File: config.mk
export PLATFORM = sky130hd
export DESIGN_NAME = pipe_fetch_queue_flat
export DESIGN_NICKNAME = d
export VERILOG_FILES = /design/src/rtl/pipe_fetch_queue_if.sv /design/src/rtl/pipe_fetch_queue.sv /design/src/flat_wrapper.sv
export SDC_FILE = /design/constraint.sdc
export NUM_CORES = 1
export LEC_CHECK = 0
export BUFFER_PORTS_ARGS = -buffer_cell sky130_fd_sc_hd__buf_2
export CAP_MARGIN = 20
export CORE_MARGIN = 3
export CORE_UTILIZATION = 35
export DETAILED_ROUTE_END_ITERATION = 10
export HOLD_SLACK_MARGIN = 0.1
export PLACE_DENSITY = 0.63
export SYNTH_ARGS = -nofsm -noshare
export SYNTH_HDL_FRONTEND = slang
export SYNTH_SLANG_ARGS = --single-unit
File: constraint.sdc
create_clock -name clock -period 3.1 [get_ports clock]
set_clock_uncertainty 0.15 [all_clocks]
set_input_delay 0.62 -clock clock [delete_from_list [all_inputs] [get_ports clock]]
set_output_delay 0.62 -clock clock [all_outputs]
set_load 0.005 [all_outputs]
File: src/rtl/pipe_fetch_queue_if.sv
// Bundle between the fetch queue, the instruction memory, the hazard unit and ID.
// The master side is the fetch queue itself; the slave side is its environment.
interface pipe_fetch_queue_if #(
    parameter int DEPTH = 4
);
    localparam int CW = $clog2(DEPTH) + 1;

    logic          imem_req;
    logic [31:0]   imem_addr;
    logic [31:0]   imem_rdata;
    logic          stall;
    logic          redirect;
    logic [31:0]   redirect_pc;
    logic          out_valid;
    logic [31:0]   out_inst;
    logic [31:0]   out_pc4;
    logic [CW-1:0] count;

    modport master (
        output imem_req, imem_addr, out_valid, out_inst, out_pc4, count,
        input  imem_rdata, stall, redirect, redirect_pc
    );

    modport slave (
        input  imem_req, imem_addr, out_valid, out_inst, out_pc4, count,
        output imem_rdata, stall, redirect, redirect_pc
    );
endinterface

File: src/rtl/pipe_fetch_queue.sv
// Instruction prefetch queue: sequential fetch from a 1-cycle synchronous memory,
// first-word fall-through FIFO of {inst, pc}, stall hold and redirect flush.
module pipe_fetch_queue #(
    parameter int          DEPTH    = 4,
    parameter logic [31:0] RESET_PC = 32'h0000_0000
) (
    input  logic            clock,
    input  logic            reset,
    pipe_fetch_queue_if.master bus
);
    localparam int PW = $clog2(DEPTH);
    localparam int CW = PW + 1;
    localparam logic [CW:0] DEPTH_L = (CW+1)'(DEPTH);

    logic [31:0]   fetch_pc_q, fetch_pc_d;
    logic          inflight_q, inflight_d;
    logic [31:0]   req_pc_q, req_pc_d;
    logic [PW-1:0] head_q, head_d;
    logic [PW-1:0] tail_q, tail_d;
    logic [CW-1:0] count_q, count_d;
    logic [31:0]   inst_q [DEPTH];
    logic [31:0]   pc_q   [DEPTH];

    logic [CW:0]   occ_s;
    logic          valid_s;
    logic          issue_s;
    logic          push_s;
    logic          pop_s;
    logic [1:0]    unused_pc_lsb_s;

    assign unused_pc_lsb_s = bus.redirect_pc[1:0];

    // Handshake decode; every slot held or in flight counts against DEPTH, so no push can overflow
    always_comb begin
        occ_s   = {1'b0, count_q} + {{CW{1'b0}}, inflight_q};
        valid_s = (count_q != {CW{1'b0}});
        issue_s = ~reset & ~bus.redirect & (occ_s < DEPTH_L);
        push_s  = inflight_q & ~bus.redirect;
        pop_s   = valid_s & ~bus.stall & ~bus.redirect;
    end

    // Next-state: redirect flushes everything and retargets fetch
    always_comb begin
        fetch_pc_d = fetch_pc_q;
        inflight_d = 1'b0;
        req_pc_d   = req_pc_q;
        head_d     = head_q;
        tail_d     = tail_q;
        count_d    = count_q;
        if (bus.redirect) begin
            fetch_pc_d = {bus.redirect_pc[31:2], 2'b00};
            head_d     = {PW{1'b0}};
            tail_d     = {PW{1'b0}};
            count_d    = {CW{1'b0}};
        end else begin
            inflight_d = issue_s;
            if (issue_s) begin
                fetch_pc_d = fetch_pc_q + 32'd4;
                req_pc_d   = fetch_pc_q;
            end else begin
                fetch_pc_d = fetch_pc_q;
            end
            if (push_s) begin
                tail_d = tail_q + PW'(1);
            end else begin
                tail_d = tail_q;
            end
            if (pop_s) begin
                head_d = head_q + PW'(1);
            end else begin
                head_d = head_q;
            end
            count_d = count_q + CW'(push_s) - CW'(pop_s);
        end
    end

    // Control state register with synchronous reset
    always_ff @(posedge clock) begin
        if (reset) begin
            fetch_pc_q <= RESET_PC;
            inflight_q <= 1'b0;
            req_pc_q   <= RESET_PC;
            head_q     <= {PW{1'b0}};
            tail_q     <= {PW{1'b0}};
            count_q    <= {CW{1'b0}};
        end else begin
            fetch_pc_q <= fetch_pc_d;
            inflight_q <= inflight_d;
            req_pc_q   <= req_pc_d;
            head_q     <= head_d;
            tail_q     <= tail_d;
            count_q    <= count_d;
        end
    end

    // FIFO storage; contents need no reset because count gates visibility
    always_ff @(posedge clock) begin
        if (push_s && !reset) begin
            inst_q[tail_q] <= bus.imem_rdata;
            pc_q[tail_q]   <= req_pc_q;
        end
    end

    assign bus.imem_req  = issue_s;
    assign bus.imem_addr = fetch_pc_q;
    assign bus.out_valid = valid_s;
    assign bus.out_inst  = inst_q[head_q];
    assign bus.out_pc4   = pc_q[head_q] + 32'd4;
    assign bus.count     = count_q;
endmodule

File: src/flat_wrapper.sv
// flat-port wrapper written by rule: the top's interface ports become plain ports
module pipe_fetch_queue_flat 
#(
    parameter int          DEPTH    = 4,
    parameter logic [31:0] RESET_PC = 32'h0000_0000
)
  (clock, reset, bus_imem_req, bus_imem_addr, bus_out_valid, bus_out_inst, bus_out_pc4, bus_count, bus_imem_rdata, bus_stall, bus_redirect, bus_redirect_pc);
  pipe_fetch_queue_if #(.DEPTH(DEPTH)) bus_i ();
  input  logic clock;
  input  logic reset;
  output wire logic [$bits(bus_i.imem_req)-1:0] bus_imem_req;
  output wire logic [$bits(bus_i.imem_addr)-1:0] bus_imem_addr;
  output wire logic [$bits(bus_i.out_valid)-1:0] bus_out_valid;
  output wire logic [$bits(bus_i.out_inst)-1:0] bus_out_inst;
  output wire logic [$bits(bus_i.out_pc4)-1:0] bus_out_pc4;
  output wire logic [$bits(bus_i.count)-1:0] bus_count;
  input wire logic [$bits(bus_i.imem_rdata)-1:0] bus_imem_rdata;
  input wire logic [$bits(bus_i.stall)-1:0] bus_stall;
  input wire logic [$bits(bus_i.redirect)-1:0] bus_redirect;
  input wire logic [$bits(bus_i.redirect_pc)-1:0] bus_redirect_pc;
  assign bus_imem_req = bus_i.imem_req;
  assign bus_imem_addr = bus_i.imem_addr;
  assign bus_out_valid = bus_i.out_valid;
  assign bus_out_inst = bus_i.out_inst;
  assign bus_out_pc4 = bus_i.out_pc4;
  assign bus_count = bus_i.count;
  assign bus_i.imem_rdata = bus_imem_rdata;
  assign bus_i.stall = bus_stall;
  assign bus_i.redirect = bus_redirect;
  assign bus_i.redirect_pc = bus_redirect_pc;
  pipe_fetch_queue #(.DEPTH(DEPTH), .RESET_PC(RESET_PC)) u_core (.clock(clock), .reset(reset), .bus(bus_i));
endmodule
; ---- Word level (Yosys, flattened, before mapping)
; Memory sizes are Yosys's and may differ from the RTL's. A register that Yosys moved wholly into a read port is not among the register bits.
; Index checks and enable logic that the tools add are counted.
; Widths: inputs -> output; s select.
[totals]
ff_bits = 72
ramBits = 256
inputBits = 68
output_inout_bits = 101
elab_cells = 39
n_memories = 2
[memory_table]
columns = memory, words, word_bits, rd, rd_ports_with_merged_regs, wr, line
row1 = u_core.inst_q, 4, 32, 1, 1, 1, pipe_fetch_queue.sv:21  ; logic [31:0] inst_q [DEPTH];
row2 = u_core.pc_q, 4, 32, 1, 1, 1, pipe_fetch_queue.sv:22  ; logic [31:0] pc_q [DEPTH];
[classes]
addsub = 7
magnitude_cmp = 1
mux = 8
bitwise_logic = 8
reduce_logical = 6
[op_table]
columns = operator, n
row1 = $add 32x3->32 const B, 2
row2 = $mux 32, 2
row3 = $mux 2, 4
row4 = $and 1x1->1, 5
row5 = $add 2x1->2 const B, 2
row6 = $add 3x1->4, 1
row7 = $lt 4x3->1 const B, 1
row8 = $add 3x1->3, 1
row9 = $not 1->1, 3
row10 = $reduce_bool 3->1, 1
row11 = $sub 3x1->3, 1
row12 = $mux 1, 2
row13 = $reduce_and 2->1, 1
row14 = $reduce_bool 2->1, 1
row15 = $reduce_or 2->1, 1
row16 = $logic_and 1x1->1, 1
row17 = $logic_not 1->1, 1

; ---- Longest topological paths before layout
; Gate-level depths: netlist (run 1).
[logic_depth]
ltp_word = 5
ltp_mapped = 8
ltp_nobuf = 8

; ---- Worst setup path before layout (run 1)
; No wires, ideal clock.
[synth_path]
path_kind = input-to-reg
startpoint = in bus_redirect
endpoint = mem u_core.inst_q[0][0] (enable)
setup_ps = 427
arrival_ps = 2385
required_time_ps = 2523
setup_slack_ps = 138
path_stages = 2
n_path_buf = 0
cell_sequence = nor2_1 > and3_1
[synth_between]
elab_chain_cells = 5
[synth_rtl]
columns = element, line
row1 = "start, declared", flat_wrapper.sv:19  ; input wire logic [$bits(bus_i.redirect)-1:0] bus_redirect;
row2 = $not 1->1, pipe_fetch_queue.sv:38  ; push_s = inflight_q & ~bus.redirect;
row3 = $and 1x1->1, pipe_fetch_queue.sv:38
row4 = $logic_and 1x1->1, pipe_fetch_queue.sv:98  ; if (push_s && !reset) begin
row5 = $mux 1, pipe_fetch_queue.sv:98
row6 = $mux 1 (implied by the code), pipe_fetch_queue.sv:99  ; inst_q[tail_q] <= bus.imem_rdata;
row7 = "end, declared", pipe_fetch_queue.sv:21
; No other way between the ends.

==> impl_results.md, run 1 <==
* Avg Inst Size Synth at 15.8 µm²
* Peak VDD IR at 0.000386 V
* CP Data Required Time at 2.33 ns
* I/O Buffers at 162
* Area Growth Syn to Fin at 24.7%
* Slew @ Worst Pin at 0.674 ns
* First-pass GRT wire length at 43300 µm
* Grt ovf at 0
* Clk Latency, worst-skew pair at 0.57 ns
* Final ANT Viol Nets at 0
* CP top delay family: simple AND/OR/NAND/NOR gates
* Violated checks: negative setup slack
* Yosys Warn Count at 0
* Via count at 7684
* Tot GR Track Use at 14.0%
* Worst-path cell chain: buf_12 > mux4_2 > nand3_2 > nor4_4 > buf_6 > nand4_1 > xnor2_1 > buf_2
* Die X at 198 µm
* Post-synthesis instance total at 811
* CP endpoint kind: output port
* Critical Path End: bus_out_pc4[30]
* TritonCTS Sinks at 318
* FF-to-FF End: u_core.bus.count[1]
* Drt drc at 0
* Rel. slew slack at 55.1%
* Final critical-path share of the clock period at 108%
* Synth top area share at 58.0%
* Setup WS post-layout at -0.251 ns
* # IOs at 169
* Largest area contributor in the netlist: edfxtp_1
* Post-synth top cells: 248 x edfxtp_1, 100 x nand2_1, 70 x dfxtp_1, 58 x mux4_2, 36 x nor2_1
* WL final at 28000 µm
* Largest net degree at the start of global routing at 69
* # rows at 69
* PD cells at 551 nW/µm²
* Mapped Area at 12800 µm²
* R2R Path Start: u_core.bus.count[1]
* Critical Setup Path Class: reg -> out
* Dpl cells at 1428
* Placed cell areas at 14500 µm²
* Worst min path class: in -> reg
* Vias in the first global route at 7746
* Outcome: finished, violations left
* Critical Path Source Type: flop
* Slew Limit Fails at 0
* Number of synthesized flops with an enable pin at 248
* Final Hold Viols at 0
* CTS buffer count at 31
* Leakage at 5.63 nW
* DR pass1 iterations at 4
* Diode count at 0
* Via density at 5.04
* WP data arrival at 2.58 ns
* R2R cell count at 7
* Number of max-cap violations at 0
* CTS root buffer: clkbuf_16
* Final HPWL DP at 18700 µm
* Drt wl/cell at 18.3 µm
* Final Wtd Congestion at 0.777
* Initial Util at 35.8%
* Fin cells at 1525
* Nets at 1118
* Cell variety after synth at 53
* Unrepaired setup endpoints after global routing: yes
* Slowest cell on crit path: mux4_2
* TritonCTS clock tree: yes
* Tmin final at 3.35 ns
* CP max FO at 7
* Register bit total from synthesis at 318
* Critical Path Stages at 8
* Layout cells sized above 1 at 35.2%
* Top cells by area, synth: edfxtp_1 58%, dfxtp_1 11%, mux4_2 10%
* Most common cell in the netlist: edfxtp_1
* Ys flop type: edfxtp_1
* Total die area at 39000 µm²
* Worst reg2reg setup slack at 0.67 ns
* Final Total Pwr at 8.83 mW
* Hold path startpoint: bus_imem_rdata[31]
* Die Ht at 198 µm
* CP bufs+invs at 3
* Clock slew at reported path FFs at 0.06 ns
* Initial DRC Count at 400
* H-tree levels at 1
* Asr flop ratio synth at 0%
* Endpoints failing setup at 27
* CP max stage delay at 0.41 ns
* Initial antenna violation count at 0
* CTS Buffer Depth at 3
* Sequential fraction of the synthesis area at 68.9%
* Fmax at 298 MHz
* Core ar. at 35800 µm²
* Final Cell Area at 16000 µm²
-- how the worst min path moves through the flow --
stage                                 endpoint  depth (start not counted)
after floorplan             u_core.pc_q[0][10]                          0
after global placement      u_core.pc_q[2][22]                          0
after detailed placement   u_core.req_pc_q[11]                          2
after CTS                 u_core.inst_q[3][31]                          1
after global routing      u_core.inst_q[2][26]                          1
final                     u_core.inst_q[3][31]                          1
-- cells by family after synthesis --
| group | share of synthesized area, % |
|---|---|
| multiplexers | 11.2 |
| buffers and inverters | 2.21 |
| AND/OR/NAND/NOR | 9.58 |
| AO/OA/AOI/OAI | 4.06 |
| other | 0.0292 |
| adder cells (fa/ha/maj) | 1.03 |
| flip-flops | 68.9 |
| XOR/XNOR | 2.93 |
-- final cells by class --
class	instances	area (µm²)
Inverter	15	56.3
Multi-Input combinational cell	438	3820
Tap cell	461	577
Sequential cell	318	8850
Timing Repair Buffer	236	1680
Clock inverter	19	230
Clock buffer	38	802
Fill cell	3099	19800
-- sequential cells by signal, indices dropped and copies added, names as in the netlist, named ones only --
register / count
u_core.bus.imem_addr: 30
u_core.tail_q: 2
u_core.req_pc_q: 30
u_core.pc_q: 120
u_core.head_q: 2
u_core.bus.count: 3
u_core.inst_q: 128
u_core.inflight_q: 1
-- where the power goes --
group          switching [mW]  leakage [nW]  total (mW)  internal, mW
clock                    1.55         0.504        3.80          2.25
combinational           0.175          2.19       0.325         0.150
sequential             0.0683          2.93        4.70          4.63
total                    1.79          5.63        8.83          7.04
-- routing by layer --
metal  vias up  global-route usage [%]  wire length, µm
li1       3604                       -                -
met5         -                       0                0
met4         0                    3.20              546
met2       236                    23.0            13200
met1      3802                    19.6            12700
met3        42                    2.44             1540
-- cells in the final DEF, fill, tap and decap left out, types with 8 or more instances in the layout --
master     synthesis  layout
edfxtp_1         248     248
buf_2             10     161
nand2_1          100      98
dfxtp_1           70      68
mux4_2            58      62
buf_4              4      43
nor2_1            36      33
a21oi_1           33      33
clkbuf_16          0      31
xnor2_1           26      23
nand4_1           21      21
buf_12             1      21
xor2_1            17      17
inv_1             13      13
nand3_1           16      13
or3_1             12      12
a31oi_1           11      11
a211oi_1          10      10
o311ai_0           9       9
clkinv_1           2       8
ha_1               9       8
-- per-stage QoR --
| step | util [%] | setup slack (ns) | hold slack [ns] | TNS, ns |
|---|---|---|---|---|
| global placement | 40.4 | 0.105 | 0.329 | 0 |
| detailed placement | 40.4 | 0.106 | 0.347 | 0 |
| finish | 44.7 | -0.251 | 0.122 | -4.65 |
| floorplan | - | 0.138 | 0.310 | 0 |
| CTS | 44.5 | -0.303 | 0.101 | -6.01 |
| global route | 44.7 | -0.417 | 0.104 | -7.99 |
-- timing repair --
item | 4_1_cts | 5_1_grt
hold endpoints to repair | 16 | 0
pin swaps | 15 | 8
setup endpoints to repair | 58 | 27
setup buffers | 28 | 9
cloned | 1 | 0
hold buffers | 4 | 0
gates resized for setup | 32 | 10
No activity file was read; power rests on OpenSTA's default activity.
==> run 2: changes to the inputs <==
--- a/config.mk
+++ b/config.mk
@@ -15,3 +15,4 @@
 export SYNTH_ARGS = -nofsm -noshare
 export SYNTH_HDL_FRONTEND = slang
 export SYNTH_SLANG_ARGS = --single-unit
+export TNS_END_PERCENT = 30
==> run 2 against run 1 <==
Compared with the run above: the run still ends with negative setup slack left; worst setup slack got worse by 0.027 ns; global-route usage barely moved; fmax fell by 0.81%; final cell count fell by 0.20%; critical path depth rose by 1.
==> impl_results.md, run 2 (synthesis results as in run 1) <==
* Nets at 1115 (-0.27%)
* Final ANT Viol Nets at 0 (unchanged)
* Final Cell Area at 16000 µm² (-0.25%)
* Tot GR Track Use at 14.0% (-0.022 points)
* Initial Util at 35.8% (unchanged)
* Vias in the first global route at 7750 (+0.052%)
* Die Ht at 198 µm (unchanged)
* Slew Limit Fails at 0 (unchanged)
* Rel. slew slack at 54.8% (-0.31 points)
* CTS root buffer: clkbuf_16
* CP max FO at 7 (unchanged)
* Initial DRC Count at 408 (+2.0%)
* Total die area at 39000 µm² (unchanged)
* Final critical-path share of the clock period at 109% (+0.88 points)
* Fmax at 296 MHz (-0.81%)
* Core ar. at 35800 µm² (unchanged)
* Unrepaired setup endpoints after global routing: yes
* Final setup TNS at -4.57 ns (+0.0745 ns)
* Critical Path Source Type: flop
* Slowest cell on crit path: mux4_2
* PD cells at 552 nW/µm² (+0.21%)
* CP max stage delay at 0.56 ns (+0.15 ns)
* Drt wl/cell at 18.3 µm (about the same)
* Worst-path cell chain: buf_8 > mux4_2 > nand4_4 > buf_6 > nor3_4 > buf_12 > nand4_1 > xnor2_1 > buf_2
* # IOs at 169 (unchanged)
* Final Hold Viols at 0 (unchanged)
* Initial antenna violation count at 0 (unchanged)
* Dpl ws at 0.106 ns (unchanged)
* Tmin final at 3.38 ns (+0.0272 ns)
* # rows at 69 (unchanged)
* Drt drc at 0 (unchanged)
* I/O Buffers at 162 (unchanged)
* H-tree levels at 1 (unchanged)
* Grt ovf at 0 (unchanged)
* WP data arrival at 2.61 ns (+0.03 ns)
* Violated checks: negative setup slack
* Outcome: finished, violations left
* Clock slew at reported path FFs at 0.06 ns (about the same)
* Commonest non-fill, non-tap cell in the layout: edfxtp_1
* Largest net degree at the start of global routing at 69 (unchanged)
* Via density at 5.01 (-0.51%)
* Peak VDD IR at 0.000385 V (-0.40%)
* DR pass1 iterations at 5 (+1)
* Worst min path class: in -> reg
* Max reg flops at 128 (unchanged)
* Clk Latency, worst-skew pair at 0.57 ns (about the same)
* Final HPWL DP at 18700 µm (unchanged)
* Slew @ Worst Pin at 0.679 ns (+0.00470 ns)
* Final Wtd Congestion at 0.777 (unchanged)
* Setup WS post-layout at -0.278 ns (-0.0272 ns)
* TritonCTS Sinks at 318 (unchanged)
* CP endpoint kind: output port
* Finished Core Util at 44.6% (-0.11 points)
* Diode count at 0 (unchanged)
* Via count at 7630 (-0.70%)
* First-pass GRT wire length at 43200 µm (-0.18%)
* Number of max-cap violations at 0 (unchanged)
* Critical Setup Path Class: reg -> out
* Most frequent cells in the layout: 248 x edfxtp_1, 161 x buf_2, 99 x nand2_1
* Die X at 198 µm (unchanged)
* CP Data Required Time at 2.33 ns (about the same)
* Layout fillers at 3105 (+0.19%)
* WL final at 27900 µm (-0.23%)
* Leakage at 5.62 nW (-0.14%)
* CTS buffer count at 31 (unchanged)
* Endpoints failing setup at 26 (-3.7%)
* CTS Buffer Depth at 3 (unchanged)
* Area Growth Syn to Fin at 24.4%
* TritonCTS clock tree: yes
* Placed cell areas at 14500 µm² (unchanged)
* Layout cells sized above 1 at 34.7% (-0.47 points)
* Final Total Pwr at 8.82 mW (about the same)
* Largest Register: u_core.inst_q
* Largest registers: u_core.inst_q x128, u_core.pc_q x120
run 2: changes by cell type in the layout (fill, tap and decap cells not counted), sizes merged:
cell and change:
buf -3
run 2: what timing repair did:
item	4_1_cts	5_1_grt
endpoints found under the setup margin	58	27
endpoints found under the hold margin	16	0
setup buffers	26	8
gates resized for setup	28	8
gates cloned	1	0
pin swaps	15	7
hold buffers	4	0
run 2: worst paths after layout:
kind / from / endpoint / slack, ns / cells past startpoint
max reg2reg: u_core.bus.count[1] / u_core.bus.count[1] / 0.67 / 7
min: bus_imem_rdata[31] / u_core.inst_q[1][31] / 0.12 / 1
max: flop / bus_out_pc4[29] / -0.28 / 9
min reg2reg: u_core.req_pc_q[11] / u_core.req_pc_q[11] / 0.35 / 2
run 2: stage by stage:
step	cells	hold WS, ns
2_1_floorplan	814	0.310
3_3_place_gp	1428	0.329
3_5_place_dp	1428	0.347
4_1_cts	1516	0.101
5_1_grt	1522	0.104
6_report	1522	0.125
run 2: report_power, final:
part           leakage (nW)  switching (mW)  internal [mW]
logic                  2.18           0.175          0.149
clock network         0.504            1.54           2.25
registers              2.93          0.0678           4.63
run 2: layout make-up:
| cell class | instances | area [µm²] | area share [%] |
|---|---|---|---|
| tap | 461 | 577 | 3.61 |
| clock buffer | 38 | 802 | 5.02 |
| clock inverter | 19 | 230 | 1.44 |
| timing repair buffer | 233 | 1650 | 10.3 |
| sequential | 318 | 8850 | 55.4 |
| inverter | 15 | 56.3 | 0.352 |
| multi-input combinational | 438 | 3810 | 23.8 |
run 2: metal layers:
metal  vias up  track usage [%]  part of all wire, %  routed length (µm)
met5         -                0                    0                   0
met1      3727             19.6                   45               12500
met4         0             3.20                  2.0                 550
met2       262             23.0                   47               13100
li1       3601                -                    -                   -
met3        40             2.46                  6.4                1780
run 2: critical path: cells and delay by family (launching register included):
kind	cells	cell delay, ns
AND/OR/NAND/NOR	3	0.33
XOR/XNOR	1	0.13
buffers and inverters	4	0.59
flip-flops	1	0.44
multiplexers	1	0.56
==> run 3: changes to the inputs <==
--- a/config.mk
+++ b/config.mk
@@ -5,13 +5,14 @@
 export SDC_FILE = /design/constraint.sdc
 export NUM_CORES = 1
 export LEC_CHECK = 0
-export BUFFER_PORTS_ARGS = -buffer_cell sky130_fd_sc_hd__buf_2
 export CAP_MARGIN = 20
 export CORE_MARGIN = 3
 export CORE_UTILIZATION = 35
 export DETAILED_ROUTE_END_ITERATION = 10
+export DONT_BUFFER_PORTS = 1
 export HOLD_SLACK_MARGIN = 0.1
-export PLACE_DENSITY = 0.63
+export PLACE_DENSITY = 0.59
+export REMOVE_ABC_BUFFERS = 1
 export SYNTH_ARGS = -nofsm -noshare
 export SYNTH_HDL_FRONTEND = slang
 export SYNTH_SLANG_ARGS = --single-unit
==> run 3 against run 2 <==
Compared with the run above: the flow still finishes with violations (negative setup slack); fmax is 1.9% lower; worst setup slack worse by 0.064 ns; largest power group unchanged; critical endpoint is now bus_out_pc4[25]; register-to-register slack worse by 0.19 ns; largest cell class unchanged.
==> impl_results.md, run 3 (synthesis results as in run 1) <==
* Final Hold Viols at 0 (unchanged)
* Grt ovf at 0 (unchanged)
* TritonCTS Sinks at 318 (unchanged)
* CTS root buffer: clkbuf_16
* Slowest cell on crit path: mux4_2
* Hold path startpoint: bus_redirect
* Core ar. at 35800 µm² (unchanged)
* Slew @ Worst Pin at 0.680 ns (+0.00124 ns)
* CP endpoint kind: output port
* Largest registers: u_core.inst_q x128, u_core.pc_q x120
* Final Total Pwr at 9.07 mW (+2.8%)
* WL final at 28400 µm (+1.9%)
* CTS buffer count at 37 (+19%)
* Die X at 198 µm (unchanged)
* Via count at 7314 (-4.1%)
* Initial Util at 35.8% (unchanged)
* Hold WS at 0.129 ns (+0.00447 ns)
* Max reg flops at 128 (unchanged)
* Commonest non-fill, non-tap cell in the layout: edfxtp_1
* Dpl ws at 0.0256 ns (-0.0804 ns)
* # IOs at 169 (unchanged)
* Peak VDD IR at 0.000361 V (-6.2%)
* DR pass1 iterations at 5 (unchanged)
* Slew Limit Fails at 0 (unchanged)
* Leakage at 5.41 nW (-3.8%)
* Tmin final at 3.44 ns (+0.0637 ns)
* Final ANT Viol Nets at 0 (unchanged)
* Final HPWL DP at 18100 µm (-3.1%)
* Initial antenna violation count at 0 (unchanged)
* Setup WS post-layout at -0.342 ns (-0.0637 ns)
* Clk Latency, worst-skew pair at 0.54 ns (-0.03 ns)
* Worst min path class: in -> reg
* Violated checks: negative setup slack
* Largest net degree at the start of global routing at 63 (-8.7%)
* Critical Path Source Type: flop
* # rows at 69 (unchanged)
* Final Wtd Congestion at 0.727 (-6.4%)
* Initial DRC Count at 331 (-19%)
* Nets at 1040 (-6.7%)
* Most frequent cells in the layout: 248 x edfxtp_1, 96 x nand2_1, 67 x dfxtp_1
* Vias in the first global route at 7596 (-2.0%)
* Drt wl/cell at 19.6 µm (+6.9%)
* Critical path's most frequent cell: buf_6
* H-tree levels at 2 (+1)
* Tot GR Track Use at 14.6% (+0.59 points)
* Unrepaired setup endpoints after global routing: yes
* Outcome: finished, violations left
* Total die area at 39000 µm² (unchanged)
* Drt drc at 0 (unchanged)
* Via density at 5.04 (+0.55%)
* R2R Path Start: u_core.bus.count[1]
* Die Ht at 198 µm (unchanged)
* CP max stage delay at 0.56 ns (about the same)
* CTS Buffer Depth at 3 (unchanged)
* Final setup TNS at -5.91 ns (-1.33 ns)
* PD cells at 563 nW/µm² (+2.0%)
* Largest Register: u_core.inst_q
* Diode count at 0 (unchanged)
* TritonCTS clock tree: yes
* Endpoints failing setup at 25 (-3.8%)
* Finished Core Util at 44.9% (+0.36 points)
* Layout cells sized above 1 at 25.4% (-9.3 points)
* CP Data Required Time at 2.33 ns (about the same)
* Final critical-path share of the clock period at 111% (+2.1 points)
* First-pass GRT wire length at 43900 µm (+1.4%)
* Critical Setup Path Class: reg -> out
* Rel. slew slack at 54.6% (-0.18 points)
* CP max FO at 6 (-1)
* Clock slew at reported path FFs at 0.06 ns (about the same)
* Fmax at 291 MHz (-1.9%)
* Area Growth Syn to Fin at 25.4%
* Worst-path cell chain: buf_8 > buf_6 > mux4_2 > nand4_4 > buf_6 > nor3_4 > buf_6 > buf_4 > nand4_1 > xnor2_1 > buf_4
* Number of max-cap violations at 0 (unchanged)
* WP data arrival at 2.67 ns (+0.06 ns)
* I/O Buffers at 0 (-100%)
## run 3: cell types whose count changed in the layout (fill, tap and decap cells not counted), moves of 4 or more
cell	previous run	this run
clkbuf_16	31	38
and3_2	4	0
buf_4	41	60
buf_12	21	11
bufinv_16	5	1
dlygate4sd3_1	4	59
buf_2	161	0
buf_6	4	17
## run 3: final cells by class
cell class | instances | area (µm²)
repair buffers | 152 | 1560
inverters | 15 | 56.3
clock buffers | 47 | 983
fillers | 3120 | 19700
multi-input cells | 438 | 3910
well taps | 461 | 577
flip-flops and latches | 318 | 8850
clock inverters | 20 | 159
## run 3: what timing repair did
action,4_1_cts,5_1_grt
gates cloned,0,1
hold buffers,60,0
pin swaps,14,14
gates resized for setup,37,29
buffers inserted,20,10
hold endpoints to repair,188,0
setup endpoints to repair,48,27
## run 3: worst max-delay path, delay by kind of cell (launching register included)
kind / cells / cell delay, ns
flops: 1 / 0.42
mux: 1 / 0.56
simple gates: 3 / 0.24
buf+inv: 6 / 0.79
xor+xnor: 1 / 0.12
## run 3: final timing paths
path | to | slack (ns) | depth (start not counted)
setup / recovery | bus_out_pc4[25] | -0.34 | 11
hold / removal | u_core.bus.imem_addr[31] | 0.13 | 2
hold reg to reg | u_core.req_pc_q[8] | 0.34 | 2
setup reg to reg | u_core.bus.count[1] | 0.48 | 7
## run 3: layer usage
layer,wire [µm],share of wire (%),global-route usage (%),vias to the layer above
li1,-,-,-,3447
met4,575,2.0,4.01,0
met2,13800,49,24.5,204
met5,0,0,0,-
met1,12400,44,18.7,3622
met3,1660,5.8,3.85,41
## run 3: stage by stage
stage | cells | cell area (µm²)
global route | 1451 | 16100
global placement | 1293 | 13800
CTS | 1440 | 15900
finish | 1451 | 16100
floorplan | 771 | 12600
detailed placement | 1293 | 13800
## run 3: where the power goes
group | internal [mW] | leakage (nW) | switching (mW)
combinational | 0.153 | 1.92 | 0.159
sequential | 4.64 | 2.93 | 0.0754
clock | 2.36 | 0.557 | 1.69
total | 7.15 | 5.41 | 1.92
